$ cat config.mk
export PLATFORM = sky130hd
export DESIGN_NAME = mat_loader
export DESIGN_NICKNAME = d
export VERILOG_FILES = /design/src/rtl/mat_loader_pkg.sv /design/src/rtl/mat_loader_bank.sv /design/src/rtl/mat_loader.sv
export SDC_FILE = /design/constraint.sdc
export NUM_CORES = 2
export LEC_CHECK = 0
export ABC_AREA = 1
export BUFFER_PORTS_ARGS = -buffer_cell sky130_fd_sc_hd__buf_4
export CAP_MARGIN = 10
export CORE_AREA = 2 2 418 420
export CTS_BUF_LIST = sky130_fd_sc_hd__clkbuf_8
export DETAILED_ROUTE_END_ITERATION = 8
export DIE_AREA = 0 0 420 422
export GPL_ROUTABILITY_DRIVEN = 0
export HOLD_SLACK_MARGIN = 0.06
export PLACE_DENSITY = 0.59
export SYNTH_ARGS = -nofsm -noshare
export SYNTH_HDL_FRONTEND = slang
export SYNTH_HIERARCHICAL = 1
export SYNTH_SLANG_ARGS = --single-unit
$ cat constraint.sdc
create_clock -name clk -period 4.1 [get_ports clk]
set_input_delay 0.41 -clock clk [delete_from_list [all_inputs] [get_ports clk]]
set_output_delay 0.41 -clock clk [all_outputs]
set_load 0.005 [all_outputs]
$ cat src/rtl/mat_loader_pkg.sv
// Shared sizes and operand packing helpers for the matrix loader.
package mat_loader_pkg;

   localparam int unsigned DW          = 32;
   localparam int unsigned MAT_DIM     = 4;
   localparam int unsigned MAT_WORDS   = MAT_DIM * MAT_DIM;
   localparam int unsigned FRAME_WORDS = 2 * MAT_WORDS;
   localparam int unsigned IDX_W       = $clog2(FRAME_WORDS);
   localparam int unsigned BANK_IDX_W  = $clog2(MAT_WORDS);

   // Row-major element index of operand (row,col), both 1-based like m11..m44.
   function automatic int unsigned mat_idx(input int unsigned row, input int unsigned col);
      return (row - 1) * MAT_DIM + (col - 1);
   endfunction

   // Bit offset of operand (row,col) inside a flat MAT_WORDS*dw bus.
   function automatic int unsigned mat_off(input int unsigned row, input int unsigned col,
                                           input int unsigned dw);
      return mat_idx(row, col) * dw;
   endfunction

endpackage

$ cat src/rtl/mat_loader_bank.sv
// 16-entry operand register bank: indexed write port, flat row-major read port.
module mat_bank #(
   parameter int unsigned DW = mat_loader_pkg::DW
) (
   input  logic                                    clk,
   input  logic                                    rst,
   input  logic                                    we,
   input  logic [mat_loader_pkg::BANK_IDX_W-1:0]   idx,
   input  logic [DW-1:0]                           wdata,
   output logic [mat_loader_pkg::MAT_WORDS*DW-1:0] rdata
);
   import mat_loader_pkg::*;

   logic [DW-1:0] regs [MAT_WORDS];

   // Element storage; cleared by reset, one word written per enabled cycle.
   always_ff @(posedge clk) begin
      if (!rst) begin
         for (int i = 0; i < int'(MAT_WORDS); i++) begin
            regs[i] <= '0;
         end
      end else if (we) begin
         regs[idx] <= wdata;
      end
   end

   // Flatten into the operand packing used on the matmul ports (m11 in the low word).
   for (genvar r = 1; r <= int'(MAT_DIM); r++) begin : g_row
      for (genvar c = 1; c <= int'(MAT_DIM); c++) begin : g_col
         assign rdata[mat_off(r, c, DW) +: DW] = regs[mat_idx(r, c)];
      end
   end

endmodule

$ cat src/rtl/mat_loader.sv
// Stream-to-operand loader: collects 32-word frames (M then N) into a shadow
// bank and transfers them to held operand registers with a load pulse, while
// the next frame fills the shadow during the hold window.
module mat_loader #(
   parameter int unsigned DW          = mat_loader_pkg::DW,
   parameter int unsigned HOLD_CYCLES = 24
) (
   input  logic                                    clk,
   input  logic                                    rst,
   input  logic [DW-1:0]                           in_data,
   input  logic                                    in_valid,
   output logic                                    in_ready,
   input  logic                                    in_last,
   output logic [mat_loader_pkg::MAT_WORDS*DW-1:0] m_out,
   output logic [mat_loader_pkg::MAT_WORDS*DW-1:0] n_out,
   output logic                                    load,
   output logic                                    frame_rst,
   output logic                                    busy,
   output logic                                    err_frame
);
   import mat_loader_pkg::*;

   localparam int unsigned     HW       = (HOLD_CYCLES < 1) ? 1 : $clog2(HOLD_CYCLES + 1);
   localparam logic [IDX_W-1:0] LAST_IDX = IDX_W'(FRAME_WORDS - 1);
   localparam logic [HW-1:0]    HOLD_INIT = HW'(HOLD_CYCLES);

   logic [IDX_W-1:0]        wr_idx;
   logic                    shadow_full;
   logic [HW-1:0]           hold_cnt;

   logic                    accept;
   logic                    at_last;
   logic                    frame_end;
   logic                    frame_err;
   logic                    xfer;
   logic                    we_m;
   logic                    we_n;
   logic [MAT_WORDS*DW-1:0] shadow_m;
   logic [MAT_WORDS*DW-1:0] shadow_n;

   // Ready depends only on reset and the shadow state, never on in_valid.
   assign in_ready = rst & ~shadow_full;
   assign busy     = (hold_cnt != '0) | shadow_full;

   // Handshake, framing and transfer decode.
   always_comb begin
      accept    = 1'b0;
      at_last   = 1'b0;
      frame_end = 1'b0;
      frame_err = 1'b0;
      xfer      = 1'b0;
      we_m      = 1'b0;
      we_n      = 1'b0;

      accept    = in_valid & in_ready;
      at_last   = (wr_idx == LAST_IDX);
      frame_end = accept & in_last & at_last;
      frame_err = accept & (in_last ^ at_last);
      xfer      = shadow_full & (hold_cnt == '0);
      we_m      = accept & ~wr_idx[IDX_W-1];
      we_n      = accept &  wr_idx[IDX_W-1];
   end

   mat_bank #(.DW(DW)) u_shadow_m (
      .clk   (clk),
      .rst   (rst),
      .we    (we_m),
      .idx   (wr_idx[BANK_IDX_W-1:0]),
      .wdata (in_data),
      .rdata (shadow_m)
   );

   mat_bank #(.DW(DW)) u_shadow_n (
      .clk   (clk),
      .rst   (rst),
      .we    (we_n),
      .idx   (wr_idx[BANK_IDX_W-1:0]),
      .wdata (in_data),
      .rdata (shadow_n)
   );

   // Frame fill pointer, shadow-full flag and sticky framing error.
   // A bad frame restarts the pointer; its partial words are simply overwritten.
   always_ff @(posedge clk) begin
      if (!rst) begin
         wr_idx      <= '0;
         shadow_full <= 1'b0;
         err_frame   <= 1'b0;
      end else begin
         if (xfer) begin
            shadow_full <= 1'b0;
         end else if (frame_end) begin
            shadow_full <= 1'b1;
         end

         if (frame_err) begin
            err_frame <= 1'b1;
            wr_idx    <= '0;
         end else if (accept) begin
            wr_idx <= wr_idx + IDX_W'(1);
         end
      end
   end

   // Hold window: reloads on each transfer, counts down to zero and stays there.
   always_ff @(posedge clk) begin
      if (!rst) begin
         hold_cnt <= '0;
      end else if (xfer) begin
         hold_cnt <= HOLD_INIT;
      end else if (hold_cnt != '0) begin
         hold_cnt <= hold_cnt - HW'(1);
      end
   end

   // Held operands and the load/frame_rst pulses; operands move only on a transfer.
   always_ff @(posedge clk) begin
      if (!rst) begin
         m_out     <= '0;
         n_out     <= '0;
         load      <= 1'b0;
         frame_rst <= 1'b0;
      end else begin
         load      <= xfer;
         frame_rst <= xfer;
         if (xfer) begin
            m_out <= shadow_m;
            n_out <= shadow_n;
         end
      end
   end

endmodule
==> metrics.txt <==
fmax 0.316 GHz; # IOs ~1100; Max Transition Viols Final 0; Yosys top cell by area edfxtp_1; router iterations before antenna repair 6; critical path type in -> reg; worst hold-check path type in -> reg; initial antenna violation count 8; endpoint class of the critical path register; NetSw 9.57 mW; switch share 23.3%; Placed Area ~0.082 mm^2; die area ~0.18 mm^2; Final WS setup 0.935 ns; Post-CTS Resized 0; gr usage total roughly 29%; Min Hold Slack ~0.33 ns; Std-Cell Rows 153; drt initial violations 5837; CP Data Required Time 4.78 ns; clk sinks 2061; hold buffer count at CTS 37; CP arrival between 3 and 4 ns; Yosys Warn Count 6; status finished clean; largest net degree at the start of global routing 192; Synth Net Count 6938; global-route wire length before repair 362000 um; top cells by area, synth edfxtp_1, dfxtp_1, nand2_1, nand3_1, nor2_1; post-route ant nets 0; via count 54300; I/O Buffers 1064; total grt overflow 0; measured slew at the worst slew-check pin 1.24 ns; Reg power frac a little over half; synthesized flop and latch total 2061; share of the synthesized area in the top cell type 42.5%; combinational power share 3.6%; Int Pwr 31.4 mW; TritonCTS buffer count 347; Period minus WS final 3.16 ns; Setup Skew 0.0743 ns; hold path cells 4; post-place setup slack 0.589 ns; CTS tree yes; Netlist Area Pre-Place 0.0724 mm^2; fraction of the yosys area taken by sequential cells 71.2%; layout cell share with drive strength beyond 1 roughly 22%; Worst setup SP type input pin; Max Root-Sink Buffers 4; area grow syn2layout 23.0%; Power Dens Cells roughly 460 mW/mm^2; Clock power frac 42.6%; worst rel slew slack 16.9%; H-tree Lvls 5; remaining routing DRC violations 0; vias in the first global route 51000; Synth Instances 6899; Netlist cell types 25; DR WL/cell between 20 and 25 um; Clk Tree Root Cell clkbuf_8; Setup Fix Bufs, Post-CTS 0; period utilization 77.2%; aggregate routed wire length approximately 260000 um; VDD IR max 0.000339 V; overall power 41.0 mW; Core ar. ~0.17 mm^2; width of the die 420 um; Starting Density 41.9%; later-pin clock latency in the skew report roughly 1.1 ns; die height about 420 um; max-cap violations 0; post-synthesis average cell area between 10 and 15 um^2; unrepaired setup endpoints after global routing false; vias per inst 5.13; cells on worst reg2reg path 9; Leak 41.0 nW; CP max FO 33; reg2reg setup slack about 1.1 ns; post-route setup TNS 0 ns; Hold Vio Cnt, Final 0; final setup fails 0; Post-DP HPWL 169000 um; post-route cell area 0.0890 mm^2; Reg clk slew, reported paths 0.06 ns; Layout Nets 8030
## logic make-up (layout without fill, tap and decap cells)
kind of cell	count (synthesis)	after routing	share of synthesized area (%)
DFF	2061	2061	71.2
other	0	3	0
xor gates and xnor gates	3	3	0.0363
buffers and inverters	602	1966	4.16
AOI/OAI and AO/OA	10	10	0.0691
adders and majority gates	3	3	0.0519
and+or+nand+nor	4220	4220	24.5
## flip-flops by register name, indices dropped and copies added, names as in the netlist, 5 cells and up
register / count
m_out: 512
u_shadow_m/regs: 512
u_shadow_n/regs: 512
wr_idx: 5
n_out: 512
hold_cnt: 5
## per-stage QoR
stage	instances	util [%]
finish	10600	51.5
detailed placement	9930	47.5
floorplan	6899	-
global route	10600	51.5
global placement	9930	47.5
CTS	10600	51.5
## cells in the mapped netlist (all sizes together)
library cell / count
xor2: 2
nor2: 1052
o21ai: 3
ha: 3
a21oi: 7
nand2: 2114
nor3: 2
edfxtp: 1024
buf: 312
inv: 95
dfxtp: 1037
clkbuf: 195
xnor2: 1
nand3: 1052
## per-layer routing
metal,global-route usage [%],wire (um),up-vias
li1,-,-,24800
met1,34.5,95900,26300
met2,46.8,126000,2632
met3,5.51,21500,614
met4,18.0,17600,2
met5,0,19,-
## power by group through the flow
| stage | combinational (mW) | sequential (mW) | clock [mW] |
|---|---|---|---|
| final | 1.46 | 22.1 | 17.5 |
| after global routing | 1.51 | 22.1 | 18.7 |
| after CTS | 1.45 | 22.1 | 17.8 |
| after detailed placement | 1.41 | 22.5 | 0 |
| after global placement | 1.40 | 22.5 | 0 |
| after floorplan | 0.701 | 22.5 | 0 |
## cell usage in the layout, fill, tap and decap left out, drive strengths merged
cell type and count:
nand3 1052, edfxtp 1024, clkinv 52, o21ai 3, nor3 2, nor2 1052, inv 245, a21oi 7
clkbuf 412, nand2 2114, bufinv 3, diode 3, ha 3, buf 1213, dfxtp 1037, xnor2 1
dlygate4sd3 37, xor2 2, clkinvlp 4
## worst max-delay path: stages
cell,delay [ns]
dlygate4sd3_1,0.62
buf_8,0.29
inv_2,0.13
nor2_1,0.16
nand2_1,0.21
nor2_1,0.22
nand2_4,0.10
inv_2,0.51
buf_4,0.26
nand3_4,0.32
nand2_1,0.16
buf_4,0.40
## path summary, 6_finish.rpt
check | startpoint | to
max | rst | u_shadow_m/regs[2][21]
min | in_data[1] | u_shadow_m/regs[0][1]
max reg2reg | shadow_full | u_shadow_m/regs[2][21]
min reg2reg | u_shadow_m/regs[10][22] | m_out[342]
## cell type report
type                            count  area (um^2)
Fill cell                       15700        83800
Sequential cell                  2061        51500
Multi-Input combinational cell   4236        17900
Timing Repair Buffer             1250         9770
Clock buffer                      412         5670
Tap cell                         2325         2910
Clock inverter                    209          926
Inverter                           95          357
Antenna cell                        3         7.51
(Power assumes the default switching activity.)
